==> src/rtl/twiddle_seq.sv <==
// rtl/twiddle_seq.sv - radix-2 DIT FFT twiddle-factor sequencer; optional conjugate output via TWIDDLE_INVERSE_EN
module twiddle_seq #(
    parameter int LOG2N = 3,
    parameter int W     = 12,
    parameter int AMP   = 127
) (
    input  logic                     clk,
    input  logic                     rst,
    input  logic                     start,
    input  logic [$clog2(LOG2N)-1:0] stage,
`ifdef TWIDDLE_INVERSE_EN
    input  logic                     inverse,
`endif
    output logic                     busy,
    output logic                     out_valid,
    input  logic                     out_ready,
    output logic signed [W-1:0]      rea,
    output logic signed [W-1:0]      img,
    output logic                     out_last
);

    localparam int SW = $clog2(LOG2N);
    // Butterfly index, twiddle exponent k and table address all share this width.
    localparam int BW = LOG2N - 1;
    localparam int Q  = 1 << (LOG2N - 2);
    localparam logic [BW-1:0] B_LAST = {BW{1'b1}};
    localparam logic [BW-1:0] Q_ADDR = BW'(Q);
    localparam logic [SW-1:0] S_MAX  = SW'(LOG2N - 1);

    // round(AMP*cos(2*pi*m/N)) for the first quadrant, via a Taylor series so no math library is needed.
    function automatic logic signed [W-1:0] cos_entry(input int m);
        real x;
        real term;
        real sum;
        x    = 2.0 * 3.14159265358979323846 * real'(m) / real'(1 << LOG2N);
        term = 1.0;
        sum  = 1.0;
        for (int i = 1; i < 16; i++) begin
            term = -term * x * x / real'((2 * i - 1) * (2 * i));
            sum  = sum + term;
        end
        return W'($rtoi(real'(AMP) * sum + 0.5));
    endfunction

    logic signed [W-1:0] c_tab [0:Q];
    for (genvar g = 0; g <= Q; g++) begin : g_tab
        localparam logic signed [W-1:0] CV = cos_entry(g);
        assign c_tab[g] = CV;
    end

    typedef enum logic [1:0] {IDLE, RUN, DRAIN} state_t;
    state_t state, state_nxt;

    logic [SW-1:0] s_q;
    logic [BW-1:0] b_q;
    logic          inv_q;
    logic          inv_req;
    logic [SW-1:0] stage_clamped;
    logic          en;
    logic          accept_last;

`ifdef TWIDDLE_INVERSE_EN
    assign inv_req = inverse;
`else
    assign inv_req = 1'b0;
`endif

    assign en            = ~out_valid | out_ready;
    assign accept_last   = out_valid & out_ready & out_last;
    assign stage_clamped = (stage > S_MAX) ? S_MAX : stage;
    assign busy          = (state != IDLE);

    // FSM state register.
    always_ff @(posedge clk or posedge rst) begin
        if (rst) state <= IDLE;
        else     state <= state_nxt;
    end

    // Next state: RUN feeds butterflies into the pipe, DRAIN waits for the last one to be taken.
    always_comb begin
        state_nxt = state;
        case (state)
            IDLE:    if (start) state_nxt = RUN;
            RUN:     if (en && b_q == B_LAST) state_nxt = DRAIN;
            DRAIN:   if (accept_last) state_nxt = IDLE;
            default: state_nxt = IDLE;
        endcase
    end

    // P0: stage/conjugate capture and butterfly counter.
    always_ff @(posedge clk or posedge rst) begin
        if (rst) begin
            s_q   <= '0;
            b_q   <= '0;
            inv_q <= 1'b0;
        end else if (state == IDLE && start) begin
            s_q   <= stage_clamped;
            b_q   <= '0;
            inv_q <= inv_req;
        end else if (state == RUN && en) begin
            b_q <= b_q + 1'b1;
        end
    end

    logic [BW-1:0] j_mask, k_val, m_val, addr_re, addr_im;
    logic          neg_re;

    // Exponent k = (b mod 2^s) << (LOG2N-1-s), folded onto the quarter-wave table.
    always_comb begin
        j_mask  = BW'((32'd1 << s_q) - 32'd1);
        k_val   = (b_q & j_mask) << (BW - int'(s_q));
        m_val   = {1'b0, k_val[BW-2:0]};
        addr_re = k_val;
        addr_im = Q_ADDR - k_val;
        neg_re  = 1'b0;
        if (k_val[BW-1]) begin
            addr_re = Q_ADDR - m_val;
            addr_im = m_val;
            neg_re  = 1'b1;
        end
    end

    logic          p1_valid, p1_last, p1_neg_re;
    logic [BW-1:0] p1_addr_re, p1_addr_im;

    // P1: quadrant decode result and table addresses.
    always_ff @(posedge clk or posedge rst) begin
        if (rst) begin
            p1_valid   <= 1'b0;
            p1_last    <= 1'b0;
            p1_neg_re  <= 1'b0;
            p1_addr_re <= '0;
            p1_addr_im <= '0;
        end else if (en) begin
            p1_valid   <= (state == RUN);
            p1_last    <= (state == RUN) && (b_q == B_LAST);
            p1_neg_re  <= neg_re;
            p1_addr_re <= addr_re;
            p1_addr_im <= addr_im;
        end
    end

    // P2: table read and sign fold; img is always negated in the forward direction, conjugate undoes it.
    always_ff @(posedge clk or posedge rst) begin
        if (rst) begin
            out_valid <= 1'b0;
            out_last  <= 1'b0;
            rea       <= '0;
            img       <= '0;
        end else if (en) begin
            out_valid <= p1_valid;
            out_last  <= p1_valid & p1_last;
            if (p1_valid) begin
                rea <= p1_neg_re ? -c_tab[p1_addr_re] : c_tab[p1_addr_re];
                img <= inv_q ? c_tab[p1_addr_im] : -c_tab[p1_addr_im];
            end
        end
    end

endmodule

==> config.mk <==
export PLATFORM = sky130hd
export DESIGN_NAME = twiddle_seq
export DESIGN_NICKNAME = d
export VERILOG_FILES = /design/src/rtl/twiddle_seq.sv
export SDC_FILE = /design/constraint.sdc
export NUM_CORES = 1
export LEC_CHECK = 0
export BUFFER_PORTS_ARGS = -buffer_cell sky130_fd_sc_hd__buf_2
export CAP_MARGIN = 20
export CORE_MARGIN = 2
export CORE_UTILIZATION = 45
export CTS_CLUSTER_DIAMETER = 150
export CTS_CLUSTER_SIZE = 8
export DETAILED_ROUTE_END_ITERATION = 7
export PLACE_DENSITY = 0.7
export SLEW_MARGIN = 20
export SYNTH_ARGS = -nofsm -noshare
export SYNTH_HDL_FRONTEND = slang
export SYNTH_SLANG_ARGS = --single-unit
export TNS_END_PERCENT = 50
==> constraint.sdc <==
create_clock -name clk -period 1.9 [get_ports clk]
set_input_delay 0.095 -clock clk [delete_from_list [all_inputs] [get_ports clk]]
set_output_delay 0.095 -clock clk [all_outputs]
set_load 0.02 [all_outputs]
==> flow_summary.toml <==
[outcome]
status = "completed"

[worst_setup_path]
critPathMaxFanout = 5
max_stage_delay_ns = 0.43
ff2ff_setup_slack_ns = 0.46
critical_path_class = "flop to flop"
start_kind = "flop"
crit_path_end_kind = "flop"
cp.required_ns = 2.11
crit_path_cell_trace = "ha_1 > nor2b_1 > mux2_4 > a22o_1"
cp_slowest_cell = "dfrtp_1"
cp_top_family = "flip-flops"
arrival_ns = 1.65
cp_num_buf_inv = 0

[sta]
rsz0062_at_grt = "false"
finalMaxSlewViolations = 0
slew_headroom_pct = 80.7
finalSetupViolations = 0
fmax_mhz = 693
min_period_ns = 1.44
finalClockSkew_ns = 0.00271
worst_pin_slew_ns = 0.289
finalSetupTns_ns = 0
hold_violations = 0
period_share_pct = 76.0

[synthesis]
synth_fp_nets = 121
ys_warn_count = 0
synth.avg_cell_area_um2 = 10.6
synth_area_um2 = 1190
synth_top_family_by_area = "simple AND/OR/NAND/NOR gates"
synth-async-reset-ratio_pct = 100
synth_cell_types = 33
synthSimpleGateAreaFrac_pct = 16.6
synthMuxAreaShare_pct = 3.04
synth_edf_count = 0
synth_compound_area_share_pct = 15.8
yosys.area_share.xor_xnor_pct = 0
synthCells = 112
ys_ff_latch = 23
synth-main-ff-cell = "dfrtp_1"
seq_area_frac_synth_pct = 48.3
synth-adder-area-share_pct = 3.15

[floorplanning]
die_x_um = 55.5
start_util_pct = 47.7
fp.coreArea_um2 = 2500
die_area_um2 = 3080
die_height_um = 55.5
io_pins = 33
rows = 18

[cts]
root_buffer = "clkbuf_4"
clock-sinks = 23
cts_max_level = 1
post_cts_buffers = 0
cts_tree = "built"
cts_resized = 0
clk_latency_ns = 0.30
max-clock-path-buffers = 2
clk_pin_slew_ns = 0.13
cts_buffers = 3
hold_buffers = 2

[grt]
grt_pass1_wl_um = 3480
track_usage_pct = 13.7
grt_pass1_vias = 782
antenna_found_initial = 0
grt_max_degree = 24
overflow = 0

[power]
power_frac_comb_pct = 49.2
switching_share_pct = 44.8
p_per_area_nw_per_um2 = 1690
switching_power_w = 0.000984
seqPwrFrac_pct = 40.6
peakVddDrop_v = 0.000926
p_leak_nw = 0.658
p_clk_share_pct = 10.2
intPower_w = 0.00121

[detailed_routing]
drt-vias-per-instance = 5.06
avgRoutedWirePerCell_um = 12.1
via_count = 825
wl_um = 1970
drt_iter0_drc = 11
ant_nets = 0
route.detailed.drc = 0
first_pass_iters = 3

[run]
cap_violations = 0

[placement]
dp_hpwl_um = 1440
port_buffers = 32
place.gp.congestion = 0.854

[cells_and_area]
drive_above_1_share_pct = 36.1
utilization_pct = 52.1
nNetsFinal = 143
diodes = 0
area_growth_pct = 9.23

[hold_path]
holdCritPathClass = "input port to flop"
[path summary, 6_finish.rpt]
check                               startpoint                   to  cells past startpoint
min in group asynchronous                  rst   b_q[0]$_DFFE_PP0P_                      4
max in group asynchronous                  rst   img[1]$_DFFE_PP0P_                      4
min reg2reg                p1_last$_DFFE_PP0N_  p1_last$_DFFE_PP0N_                      2
max reg2reg                 b_q[0]$_DFFE_PP0P_   b_q[1]$_DFFE_PP0P_                      4
min                                   stage[0]   s_q[0]$_DFFE_PP0P_                      3
max                         b_q[0]$_DFFE_PP0P_   b_q[1]$_DFFE_PP0P_                      4
[cells in the mapped netlist, drive strengths merged, types with 2 or more instances]
library cell | n | area (um2)
o21ai | 18 | 90.1
nor2b | 3 | 18.8
nor2 | 2 | 7.51
dfrtp | 23 | 576
nand2 | 12 | 52.6
nand3b | 2 | 15.0
a31oi | 2 | 12.5
nand3 | 2 | 10.0
a22o | 2 | 17.5
o31ai | 4 | 30.0
nand2b | 3 | 26.3
inv | 4 | 15.0
mux2 | 2 | 26.3
nor3b | 2 | 25.0
buf | 17 | 138
ha | 3 | 37.5
[power by group through the flow]
stage / Sequential (W) / Combinational [W] / Clock, W
6_report: 0.000891 / 0.00108 / 0.000224
5_1_grt: 0.000937 / 0.00119 / 0.000253
4_1_cts: 0.000895 / 0.00109 / 0.000231
3_5_place_dp: 0.000904 / 0.00108 / 0
3_3_place_gp: 0.000889 / 0.00106 / 0
2_1_floorplan: 0.000961 / 0.000869 / 0
[layer usage]
metal | up-vias | track usage, % | part of all wire (%)
met2 | 22 | 22.6 | 47
li1 | 420 | - | -
met3 | 2 | 2.34 | 4.8
met1 | 381 | 18.5 | 47
met4 | 0 | 4.18 | 0.76
met5 | - | 0 | 0
[area by class of cell]
class / instances / area [um2]
multi-input cells: 67 / 460
inverters: 4 / 15.0
fillers: 227 / 1200
repair buffers: 35 / 188
well taps: 30 / 37.5
clock buffers: 4 / 26.3
flip-flops and latches: 23 / 576
[sequential cells by signal, summed over array words and instances, names as in the netlist]
| name | flops |
|---|---|
| b_q | 2 |
| p1_last | 1 |
| s_q | 2 |
| p1_valid | 1 |
| state | 2 |
| img | 4 |
| out_valid | 1 |
| out_last | 1 |
| p1_addr_re | 2 |
| rea | 5 |
| p1_neg_re | 1 |
| p1_addr_im | 1 |
[per-stage QoR]
stage	power [W]	hold WS [ns]	cells	cell area (um2)	setup WS, ns
floorplan	0.00183	0.0969	112	1190	0.532
global placement	0.00195	0.145	157	1260	0.514
detailed placement	0.00199	0.150	157	1260	0.488
CTS	0.00222	0.0215	163	1300	0.457
global route	0.00238	0.0181	163	1300	0.347
finish	0.00220	0.0196	163	1300	0.457
[tightest hold or removal path, cell delays in order]
cell,delay [ns]
buf_2,0.08
nand3b_1,0.06
o21ai_0,0.06
[placed cells by master, fill, tap and decap left out, drive strengths merged]
master       synthesis  routed
o31ai                4       4
nor3b                2       2
nor2                 2       2
mux2                 2       2
dfrtp               23      23
nand3b               2       2
a21oi                1       1
inv                  4       4
nand2               12      12
and2                 1       1
a31oi                2       2
clkbuf               1       4
dlygate4sd3          0       2
mux2i                1       1
nor2b                3       3
nand3                2       2
o22a                 1       1
buf                 17      33
o41ai                1       1
or2                  1       1
o21bai               1       1
and4bb               1       1
ha                   3       3
and2b                1       1
nand4                1       1
nand2b               3       3
o21ai               18      18
a22o                 2       2
[cells by family (layout without fill, tap and decap cells)]
group,Yosys count,count (layout)
compound gates,30,30
fa+ha+maj,3,3
buf+inv,22,43
flops,23,23
mux,3,3
simple gates,31,31
(Power assumes the default switching activity.)
